===== config.mk =====
export PLATFORM = sky130hd
export DESIGN_NAME = matrix_uart_printer
export DESIGN_NICKNAME = d
export VERILOG_FILES = /design/src/rtl/matrix_uart_printer_pkg.sv /design/src/rtl/matrix_uart_printer_byte_sender.sv /design/src/rtl/matrix_uart_printer.sv
export SDC_FILE = /design/constraint.sdc
export NUM_CORES = 1
export LEC_CHECK = 0
export CELL_PAD_IN_SITES_DETAIL_PLACEMENT = 0
export CELL_PAD_IN_SITES_GLOBAL_PLACEMENT = 2
export CORE_MARGIN = 2
export CORE_UTILIZATION = 45
export DETAILED_ROUTE_END_ITERATION = 8
export PLACE_DENSITY = 0.82
export SYNTH_ARGS = -nofsm -noshare
export SYNTH_HDL_FRONTEND = slang
export SYNTH_SLANG_ARGS = --single-unit

===== constraint.sdc =====
create_clock -name clk -period 6 [get_ports clk]
set_clock_uncertainty 0.2 [all_clocks]
set_input_delay 0.9 -clock clk [delete_from_list [all_inputs] [get_ports clk]]
set_output_delay 0.9 -clock clk [all_outputs]
set_load 0.03 [all_outputs]

===== src/rtl/matrix_uart_printer_pkg.sv =====
// Shared formatting constants, FSM state types and ASCII helpers for the
// matrix result printer.
package matrix_fmt_pkg;

  localparam int unsigned HDR_LEN = 41;
  localparam int unsigned ROW_LEN = 32;
  localparam int unsigned MSG_LEN = HDR_LEN + 4 * ROW_LEN;

  localparam logic [7:0] CH_CR    = 8'h0D;
  localparam logic [7:0] CH_LF    = 8'h0A;
  localparam logic [7:0] CH_SPACE = 8'h20;
  localparam logic [7:0] CH_COMMA = 8'h2C;
  localparam logic [7:0] CH_LBRK  = 8'h5B;
  localparam logic [7:0] CH_RBRK  = 8'h5D;

  // Header text, first character in the most significant byte.
  localparam logic [8*HDR_LEN-1:0] HDR_STR =
    {CH_CR, CH_LF, "The matrix multiplication result is: ", CH_CR, CH_LF};

  typedef enum logic [1:0] {T_IDLE, T_HDR, T_ROW, T_FIN} top_state_t;
  typedef enum logic [2:0] {B_IDLE, B_LOAD, B_WSTART, B_WEND, B_NEXT} byte_state_t;

  function automatic logic [7:0] hex_ascii(input logic [3:0] nibble);
    if (nibble < 4'd10) return 8'h30 + {4'h0, nibble};
    return 8'h37 + {4'h0, nibble};
  endfunction

  function automatic logic [7:0] hdr_char(input logic [5:0] idx);
    logic [8:0] bitpos;
    bitpos = 9'((HDR_LEN - 1 - 32'(idx)) * 8);
    return HDR_STR[bitpos +: 8];
  endfunction

endpackage


===== src/rtl/matrix_uart_printer_byte_sender.sv =====
// One-byte handshake with the uart transmitter: strobe the byte, wait for the
// frame to start and finish, then report completion for one cycle.
module uart_byte_sender
  import matrix_fmt_pkg::*;
(
  input  logic       clk,
  input  logic       rst,
  input  logic       req,
  input  logic [7:0] byte_in,
  output logic       ack,
  output logic       transmit,
  output logic [7:0] tx_byte,
  input  logic       is_transmitting
);

  byte_state_t state;

  // Byte handshake FSM; a new request is taken from IDLE or straight out of NEXT.
  always_ff @(posedge clk) begin
    if (rst) begin
      state    <= B_IDLE;
      ack      <= 1'b0;
      transmit <= 1'b0;
      tx_byte  <= '0;
    end else begin
      ack      <= 1'b0;
      transmit <= 1'b0;
      unique case (state)
        B_IDLE, B_NEXT: begin
          if (req) begin
            state    <= B_LOAD;
            transmit <= 1'b1;
            tx_byte  <= byte_in;
          end else begin
            state <= B_IDLE;
          end
        end
        B_LOAD:   state <= B_WSTART;
        B_WSTART: if (is_transmitting) state <= B_WEND;
        B_WEND: begin
          if (!is_transmitting) begin
            state <= B_NEXT;
            ack   <= 1'b1;
          end
        end
        default:  state <= B_IDLE;
      endcase
    end
  end

endmodule


===== src/rtl/matrix_uart_printer.sv =====
// Holds the 4x4 result matrix and streams it as an ASCII report through the
// uart byte sender.
module matrix_uart_printer
  import matrix_fmt_pkg::*;
#(
  parameter int unsigned NUM_ROWS = 4,
  parameter int unsigned VAL_W    = 18
)(
  input  logic             clk,
  input  logic             rst,
  input  logic             c_we,
  input  logic [3:0]       c_idx,
  input  logic [VAL_W-1:0] c_data,
  input  logic             start,
  output logic             busy,
  output logic             done,
  output logic             transmit,
  output logic [7:0]       tx_byte,
  input  logic             is_transmitting
);

  logic [VAL_W-1:0] mem [NUM_ROWS*NUM_ROWS];
  top_state_t       state;
  logic [5:0]       hidx;
  logic [1:0]       row;
  logic [1:0]       col;
  logic [4:0]       pos;
  logic [2:0]       dig;
  logic             last;
  logic             ack;
  logic             req;
  logic             accept;
  logic [7:0]       cur_byte;
  logic [VAL_W-1:0] cur_val;
  logic [3:0]       nib;

  // Counters always point at the next byte to hand over, so the byte is ready
  // in the same cycle the sender reports completion of the previous one.
  assign accept = start && !busy;
  assign req    = accept || ((state == T_HDR || state == T_ROW) && ack && !last);

  // Character generator for the byte the counters currently point at.
  always_comb begin
    cur_byte = 8'h00;
    cur_val  = mem[{row, col}];
    unique case (dig)
      3'd0:    nib = {2'b00, cur_val[17:16]};
      3'd1:    nib = cur_val[15:12];
      3'd2:    nib = cur_val[11:8];
      3'd3:    nib = cur_val[7:4];
      default: nib = cur_val[3:0];
    endcase
    if (state == T_ROW) begin
      if (pos == 5'd0)       cur_byte = CH_LBRK;
      else if (pos == 5'd1)  cur_byte = CH_SPACE;
      else if (pos <= 5'd27) begin
        if (dig < 3'd5)       cur_byte = hex_ascii(nib);
        else if (dig == 3'd5) cur_byte = CH_COMMA;
        else                  cur_byte = CH_SPACE;
      end
      else if (pos == 5'd28) cur_byte = CH_SPACE;
      else if (pos == 5'd29) cur_byte = CH_RBRK;
      else if (pos == 5'd30) cur_byte = CH_CR;
      else                   cur_byte = CH_LF;
    end else begin
      cur_byte = hdr_char(hidx);
    end
  end

  // Result buffer and report sequencer.
  always_ff @(posedge clk) begin
    if (rst) begin
      state <= T_IDLE;
      busy  <= 1'b0;
      done  <= 1'b0;
      hidx  <= '0;
      row   <= '0;
      col   <= '0;
      pos   <= '0;
      dig   <= '0;
      last  <= 1'b0;
      for (int unsigned i = 0; i < NUM_ROWS*NUM_ROWS; i++) mem[i] <= '0;
    end else begin
      done <= 1'b0;
      if (c_we && !busy) mem[c_idx] <= c_data;
      unique case (state)
        T_IDLE, T_FIN: begin
          if (accept) begin
            state <= T_HDR;
            busy  <= 1'b1;
            hidx  <= 6'd1;
          end else begin
            state <= T_IDLE;
          end
        end
        T_HDR: begin
          if (req) begin
            if (hidx == 6'(HDR_LEN - 1)) begin
              state <= T_ROW;
              hidx  <= '0;
            end else begin
              hidx <= hidx + 6'd1;
            end
          end
        end
        T_ROW: begin
          if (ack && last) begin
            state <= T_FIN;
            busy  <= 1'b0;
            done  <= 1'b1;
            last  <= 1'b0;
            row   <= '0;
          end else if (req) begin
            if (pos == 5'(ROW_LEN - 1)) begin
              pos <= '0;
              col <= '0;
              dig <= '0;
              if (row == 2'(NUM_ROWS - 1)) last <= 1'b1;
              else                         row  <= row + 2'd1;
            end else begin
              pos <= pos + 5'd1;
              // Digit slots 0..4 plus the ", " separator form one 7-byte column.
              if (pos >= 5'd2 && pos <= 5'd27) begin
                if (dig == 3'd6) begin
                  dig <= '0;
                  col <= col + 2'd1;
                end else begin
                  dig <= dig + 3'd1;
                end
              end
            end
          end
        end
        default: state <= T_IDLE;
      endcase
    end
  end

  uart_byte_sender u_sender (
    .clk             (clk),
    .rst             (rst),
    .req             (req),
    .byte_in         (cur_byte),
    .ack             (ack),
    .transmit        (transmit),
    .tx_byte         (tx_byte),
    .is_transmitting (is_transmitting)
  );

endmodule

# After elaboration in Yosys (flattened, before gate mapping)
# Memory sizes are Yosys's and may differ from the RTL's.
# Cells that the tools add are included.
# W data, S select, Z words.
# word_totals
n_memories	1
out_inout_bits	11
latch_bits	0
ff_bits	36
rom_bits	0
elab_cells	154
mem_bits_rw	288
in_bits	27
# op_classes
eq_ne	26
n_lt_le_gt_ge	4
div	0
n_mux	60
n_reduce_logical	37
n_bitwise	4
shift	1
addsub	8
mul	0
# mem_list
name	words	width	rd	rd_clocked_by_memory_dff	wr	line	rtl
mem	16	18	1	0	16	matrix_uart_printer.sv:22	logic [VAL_W-1:0] mem [NUM_ROWS*NUM_ROWS];
# ops
operator	n
$shiftx A328 B10 Y8 const A	1
$mux W8	7
$mux W1	23
$eq A5 B5 Y1 const B	4
$mux W2	10
$mux W18	1
$mux W3	6
$mux W6	3
$reduce_or A18 Y1	1
$pmux W4 S4	1
$add A6 B4 Y7 const A	2
$mux W7	2
$reduce_bool A2 Y1	7
$eq A3 B2 Y1 const B	4
$pmux W3 S4	1
$pmux W6 S2	1
$reduce_and A3 Y1	4
$reduce_and A4 Y1	3
$ne A2 B2 Y1 const B	5
$reduce_or A2 Y1	5
$eq A3 B3 Y1 const B	3
$mux W4	2
$add A6 B1 Y6 const B	1
$eq A2 B2 Y1 const B	3
other kinds (25)	40

# Depth between registers and ports, before layout
# depth
ltp_word	15
depth_mapped	15
mapped_depth_nobuf	11

# Cells and area by module
# From an unflattened synthesis, not the netlist that was laid out.
# hier_totals
cells_unflattened	1197
hier_area_um2	15940.3
# by_module_without_submodules
mod	area_each_um2	seq_area_each_um2	instances	cells_each
matrix_uart_printer	15403.5	9108.7	1	1148
uart_byte_sender	536.8	260.2	1	49

# Worst setup path after synthesis
# No wires, ideal clock.
# synth_path
path_type	register -> register
from	register hidx[0]
to	register u_sender.tx_byte[2]
t_arrival_ps	2835
required_time_ps	5669
setup_ps	131
setup_slack_ps	2833
n_path_buf	3
synth_period_minus_slack_ps	3167
stages_incl_launch_ff	13
path_cell_list	dfxtp_1 -> clkbuf_1 -> inv_1 -> ha_1 -> clkbuf_1 -> nor2b_1 -> or3_1 -> and2_1 -> clkbuf_1 -> a311o_1 -> a31o_2 -> a22oi_1 -> o21ai_0
# synth_via
elab_chain_len	3
# synth_rtl
item	line	rtl
from (decl)	matrix_uart_printer.sv:24	logic [5:0] hidx;
from (signal assigned)	matrix_uart_printer.sv:102	hidx <= hidx + 6'd1;
$sub A6 B6 Y6	matrix_uart_printer_pkg.sv:30	bitpos = 9'((HDR_LEN - 1 - 32'(idx)) * 8);
$shiftx A328 B10 Y8	matrix_uart_printer_pkg.sv:31	return HDR_STR[bitpos +: 8];
$mux W8	matrix_uart_printer.sv:53	if (state == T_ROW) begin
to (signal assigned)	matrix_uart_printer_byte_sender.sv:33	tx_byte <= byte_in;
to (decl)	matrix_uart_printer_byte_sender.sv:12	output logic [7:0] tx_byte,
# Every way passes these cells.
# A chain may end at the register's enable or synchronous reset.

# Worst setup path after layout
# layout_path
from	register row[0]
to	register u_sender.tx_byte[2]
# layout_via
elab_chain_len	15
word_cells_on_any_way	18
cone_classes	add/sub: 2; order compare: 1; mux: 14; memory: 1
# layout_rtl
item	line	rtl
from (decl)	matrix_uart_printer.sv:25	logic [1:0] row;
from (signal assigned)	matrix_uart_printer.sv:119	else row <= row + 2'd1;
$mem_v2 Z16 W18 (*)	n/a	
$pmux W4 S4 (*)	matrix_uart_printer.sv:46	unique case (dig)
$lt A4 B4 Y1	matrix_uart_printer_pkg.sv:24	if (nibble < 4'd10) return 8'h30 + {4'h0, nibble};
$mux W1	matrix_uart_printer_pkg.sv:24	
$mux W1	matrix_uart_printer.sv:57	if (dig < 3'd5) cur_byte = hex_ascii(nib);
$mux W1	matrix_uart_printer.sv:56	else if (pos <= 5'd27) begin
$mux W1	matrix_uart_printer.sv:55	else if (pos == 5'd1) cur_byte = CH_SPACE;
$mux W1	matrix_uart_printer.sv:54	if (pos == 5'd0) cur_byte = CH_LBRK;
$mux W1	matrix_uart_printer.sv:53	
$mux W8 (*)	matrix_uart_printer_pkg.sv:25	return 8'h37 + {4'h0, nibble};
$mux W8 (*)	matrix_uart_printer.sv:57	
$mux W8 (*)	matrix_uart_printer.sv:56	
$mux W8 (*)	matrix_uart_printer.sv:55	
$mux W8 (*)	matrix_uart_printer.sv:54	
$mux W8 (*)	matrix_uart_printer.sv:53	
# Every way passes the cells marked *; elsewhere a longest branch is shown, timed or not. The select of a mux whose other input is x is not followed.

==> flow_metrics.py <==
metrics = {
    "sta": {
        "final-setup-viol-count": 0,
        "worst_slew_margin_rel_pct": 34.0,
        "final.min_clock_period_ps": 3870,
        "tightest_slew_ps": 983,
        "period_share_pct": 64.5,
        "rsz0062_at_grt": "false",
        "finalHoldViolations": 0,
        "final_max_slew_viol_count": 0,
        "tns_ps": 0,
        "maximum_operating_frequency_mhz": 258,
    },
    "floorplanning": {
        "core_um2": 34700,
        "initial_standard_cell_utilization_of_the_core_pct": 45.9,
        "ioPinCount": 38,
        "fp.dieArea_um2": 36900,
        "core.rowCount": 68,
        "fp.dieW_um": 192,
        "fp.dieH_um": 192,
    },
    "power_and_ir_drop": {
        "max-vdd-ir-drop_uv": 189,
        "share_of_total_power_in_the_clock_network_pct": 38.7,
        "power_per_cell_area_nw_per_um2": 303,
        "power.total_mw": 5.41,
        "power.sequential.fraction_pct": 48.3,
        "switching_power_mw": 1.37,
        "combPwrFrac_pct": 13.0,
        "cellLeakagePower_nw": 6.37,
        "p_int_mw": 4.04,
        "p_sw_share_pct": 25.3,
    },
    "finish": {
        "antenna-diode-count": 0,
        "postLayoutCoreUtil_pct": 51.3,
        "nets": 1280,
        "layout-drive-gt1-share_pct": 14.4,
        "flow.area_growth_from_synthesis_pct": 11.9,
        "finish.instance_area_um2": 17800,
    },
    "drt": {
        "via_count": 9850,
        "post_drt_wl_per_cell_um": 24.2,
        "drt_first_pass_iters": 5,
        "dr.first_iter.drc_count": 769,
        "routed_wl_mm": 41.4,
        "drc_errors": 0,
        "drt-vias-per-instance": 5.76,
        "antenna_left": 0,
    },
    "clock_tree": {
        "cts_hold_repair.buffers": 0,
        "post_cts.repair.setup_buffers": 0,
        "cts-htree-levels": 2,
        "clockBufferDepth": 3,
        "postCtsResizedCells": 0,
        "clockRootBuffer": "clkbuf_16",
        "clk_pin_slew_worst_paths_ps": 60,
        "clock_latency_reported_for_the_late_side_of_the_worst_skew_pair_ps": 530,
        "numCtsBuffers": 37,
        "clkSinkCount": 323,
        "tritoncts_clock_tree": "done",
    },
    "yosys": {
        "synth.cells.most_frequent": "and2_1 (296), edfxtp_1 (288), mux4_2 (69)",
        "dominant_cell_type_by_area_after_synthesis": "edfxtp_1",
        "number_of_register_bits_inferred_by_synthesis": 323,
        "fraction_of_synthesis_flops_using_an_asynchronous_set_or_reset_pin_pct": 0,
        "combinational_family_with_the_most_area_after_synthesis": "simple AND/OR/NAND/NOR gates",
        "syn_avg_cell_area_um2": 13.1,
        "synth-compound-area-share_pct": 5.73,
        "synth_enable_flop_cells": 288,
        "yosys-mux-area-fraction_pct": 12.1,
        "synth_largest_type_area_fraction_pct": 54.3,
        "yosys_warnings": 0,
        "syn_area_um2": 15900,
        "yosysUniqueCellTypes": 72,
        "synthTopCellsByArea": "edfxtp_1 (54%), and2_1 (12%), mux4_2 (9.8%)",
        "syn-num-nets": 1260,
        "synth-simple-area-share_pct": 18.8,
        "dominantRegCellSynth": "edfxtp_1",
        "synthXorXnorAreaFrac_pct": 0.550,
        "syn-instance-count": 1214,
        "synth_sequential_area_ratio_pct": 58.7,
        "post-synth-top-count-cell": "and2_1",
        "synthAdderAreaFrac_pct": 1.49,
    },
    "critical_path": {
        "cp.arrival_ps": 4120,
        "critical_path_peak_fanout": 28,
        "cp.required_ps": 6250,
        "ff2ff_setup_slack_ps": 2130,
        "crit_end": "u_sender.tx_byte[2]",
        "crit_path_start_kind": "register",
        "setup.worst_path.class": "reg2reg",
        "rr_startpoint": "row[0]",
        "critical_path.startpoint": "row[0]",
        "r2r-end": "u_sender.tx_byte[2]",
        "worstSetupEndpointType": "register",
        "rr_worst_depth": 11,
    },
    "global_routing": {
        "overflow": 0,
        "largest_net_degree_at_the_start_of_global_routing": 47,
        "overall_track_demand_over_capacity_in_global_routing_pct": 23.1,
        "grt_pass1_vias": 9626,
        "antenna_found_initial": 1,
        "first_pass_grt_wire_length_mm": 62.1,
    },
    "place": {
        "detailed_place.area_um2": 16700,
        "post-dp-hpwl_mm": 26.6,
        "port_buffer_count": 36,
        "routabilityCongestion": 0.853,
    },
    "run": {
        "max_cap_viol_count": 0,
    },
    "status": {
        "status": "finished, final reports clean",
    },
    "worst_hold_path": {
        "worstHoldPathType": "reg2reg",
    },
}
==> cell type report <==
class	count	area [um^2]
Inverter	14	52.6
Clock buffer	48	1010
Tap cell	455	569
Fill cell	2951	16900
Timing Repair Buffer	62	568
Clock inverter	11	87.6
Multi-Input combinational cell	796	6180
Sequential cell	323	9360
==> state kept, by name (all words and copies together) (netlist names), 2 cells and up <==
| signal | flops |
|---|---|
| u_sender.state | 3 |
| row | 2 |
| dig | 3 |
| mem | 288 |
| hidx | 6 |
| state | 2 |
| pos | 5 |
| u_sender.tx_byte | 7 |
| col | 2 |
==> routing by layer <==
| layer | global-route usage, % | up-vias | share of wire [%] |
|---|---|---|---|
| met3 | 3.27 | 71 | 5.5 |
| li1 | - | 4488 | - |
| met5 | 0 | - | 0 |
| met1 | 33.1 | 4977 | 45 |
| met4 | 6.40 | 0 | 2.5 |
| met2 | 36.9 | 314 | 47 |
==> cell families after synthesis <==
kind of cell	count (synthesis)
simple gates	523
flops	323
compound gates	137
mux	106
buf+inv	95
fa+ha+maj	19
xor+xnor	10
other cells	1
==> power by group through the flow <==
stage                     Clock [mW]  Combinational [mW]  Sequential, mW
after detailed placement           0               0.699            2.66
after floorplan                    0               0.458            2.66
after global placement             0               0.700            2.65
final                           2.09               0.703            2.61
after CTS                       2.12               0.701            2.61
after global routing            2.21               0.767            2.62
==> worst max-delay path: stages (launching register included) <==
cell and delay [ps]:
dfxtp_2 860, buf_4 440, mux4_2 340, mux2i_1 200
o21ai_0 170, or3_1 410, o22ai_2 320, ha_1 280
inv_1 50, nor4b_1 300, o311ai_1 130, o21ai_0 80
==> how the worst min path moves through the flow <==
stage                       from                 to  cells past startpoint
2_1_floorplan  u_sender.state[2]       u_sender.ack                      1
3_3_place_gp   u_sender.state[2]  u_sender.state[1]                      1
3_5_place_dp   u_sender.state[2]       u_sender.ack                      1
4_1_cts        u_sender.state[2]  u_sender.state[1]                      1
5_1_grt        u_sender.state[2]  u_sender.state[2]                      1
6_report       u_sender.state[2]  u_sender.state[2]                      1
==> stage by stage <==
stage               cells  hold slack, ps  setup slack, ps
finish               1709             290             2130
global route         1709             307             1830
CTS                  1709             281             2120
detailed placement   1650             275             1850
global placement     1650             264             1970
floorplan            1214             235             2830
==> placed cells by master (no fill, tap or decap), types with 4 or more instances in the layout <==
master           instances
a211oi_1                 5
a21o_1                   5
a21oi_1                 37
a221oi_1                 6
a31oi_1                  6
and2_1                 296
and3_1                   4
buf_4                   25
clkbuf_1                 9
clkbuf_16               39
clkdlybuf4s50_1         36
clkinv_2                 4
dfxtp_1                 32
edfxtp_1               288
ha_1                    19
inv_1                   13
mux2i_1                 33
mux4_2                  69
nand2_1                 50
nand2b_1                 8
nand3_1                  8
nand3b_1                 4
nor2_1                  67
nor2b_1                 12
nor3_1                  19
nor3_2                   4
nor3b_1                  7
nor4_1                   4
o211ai_1                 4
o21ai_0                 25
o21ai_1                  4
o22ai_1                  5
or2_2                   20
or3_1                    7
xnor2_1                  6
xor2_1                   4
Note: power is estimated with default switching activity, not from simulation.
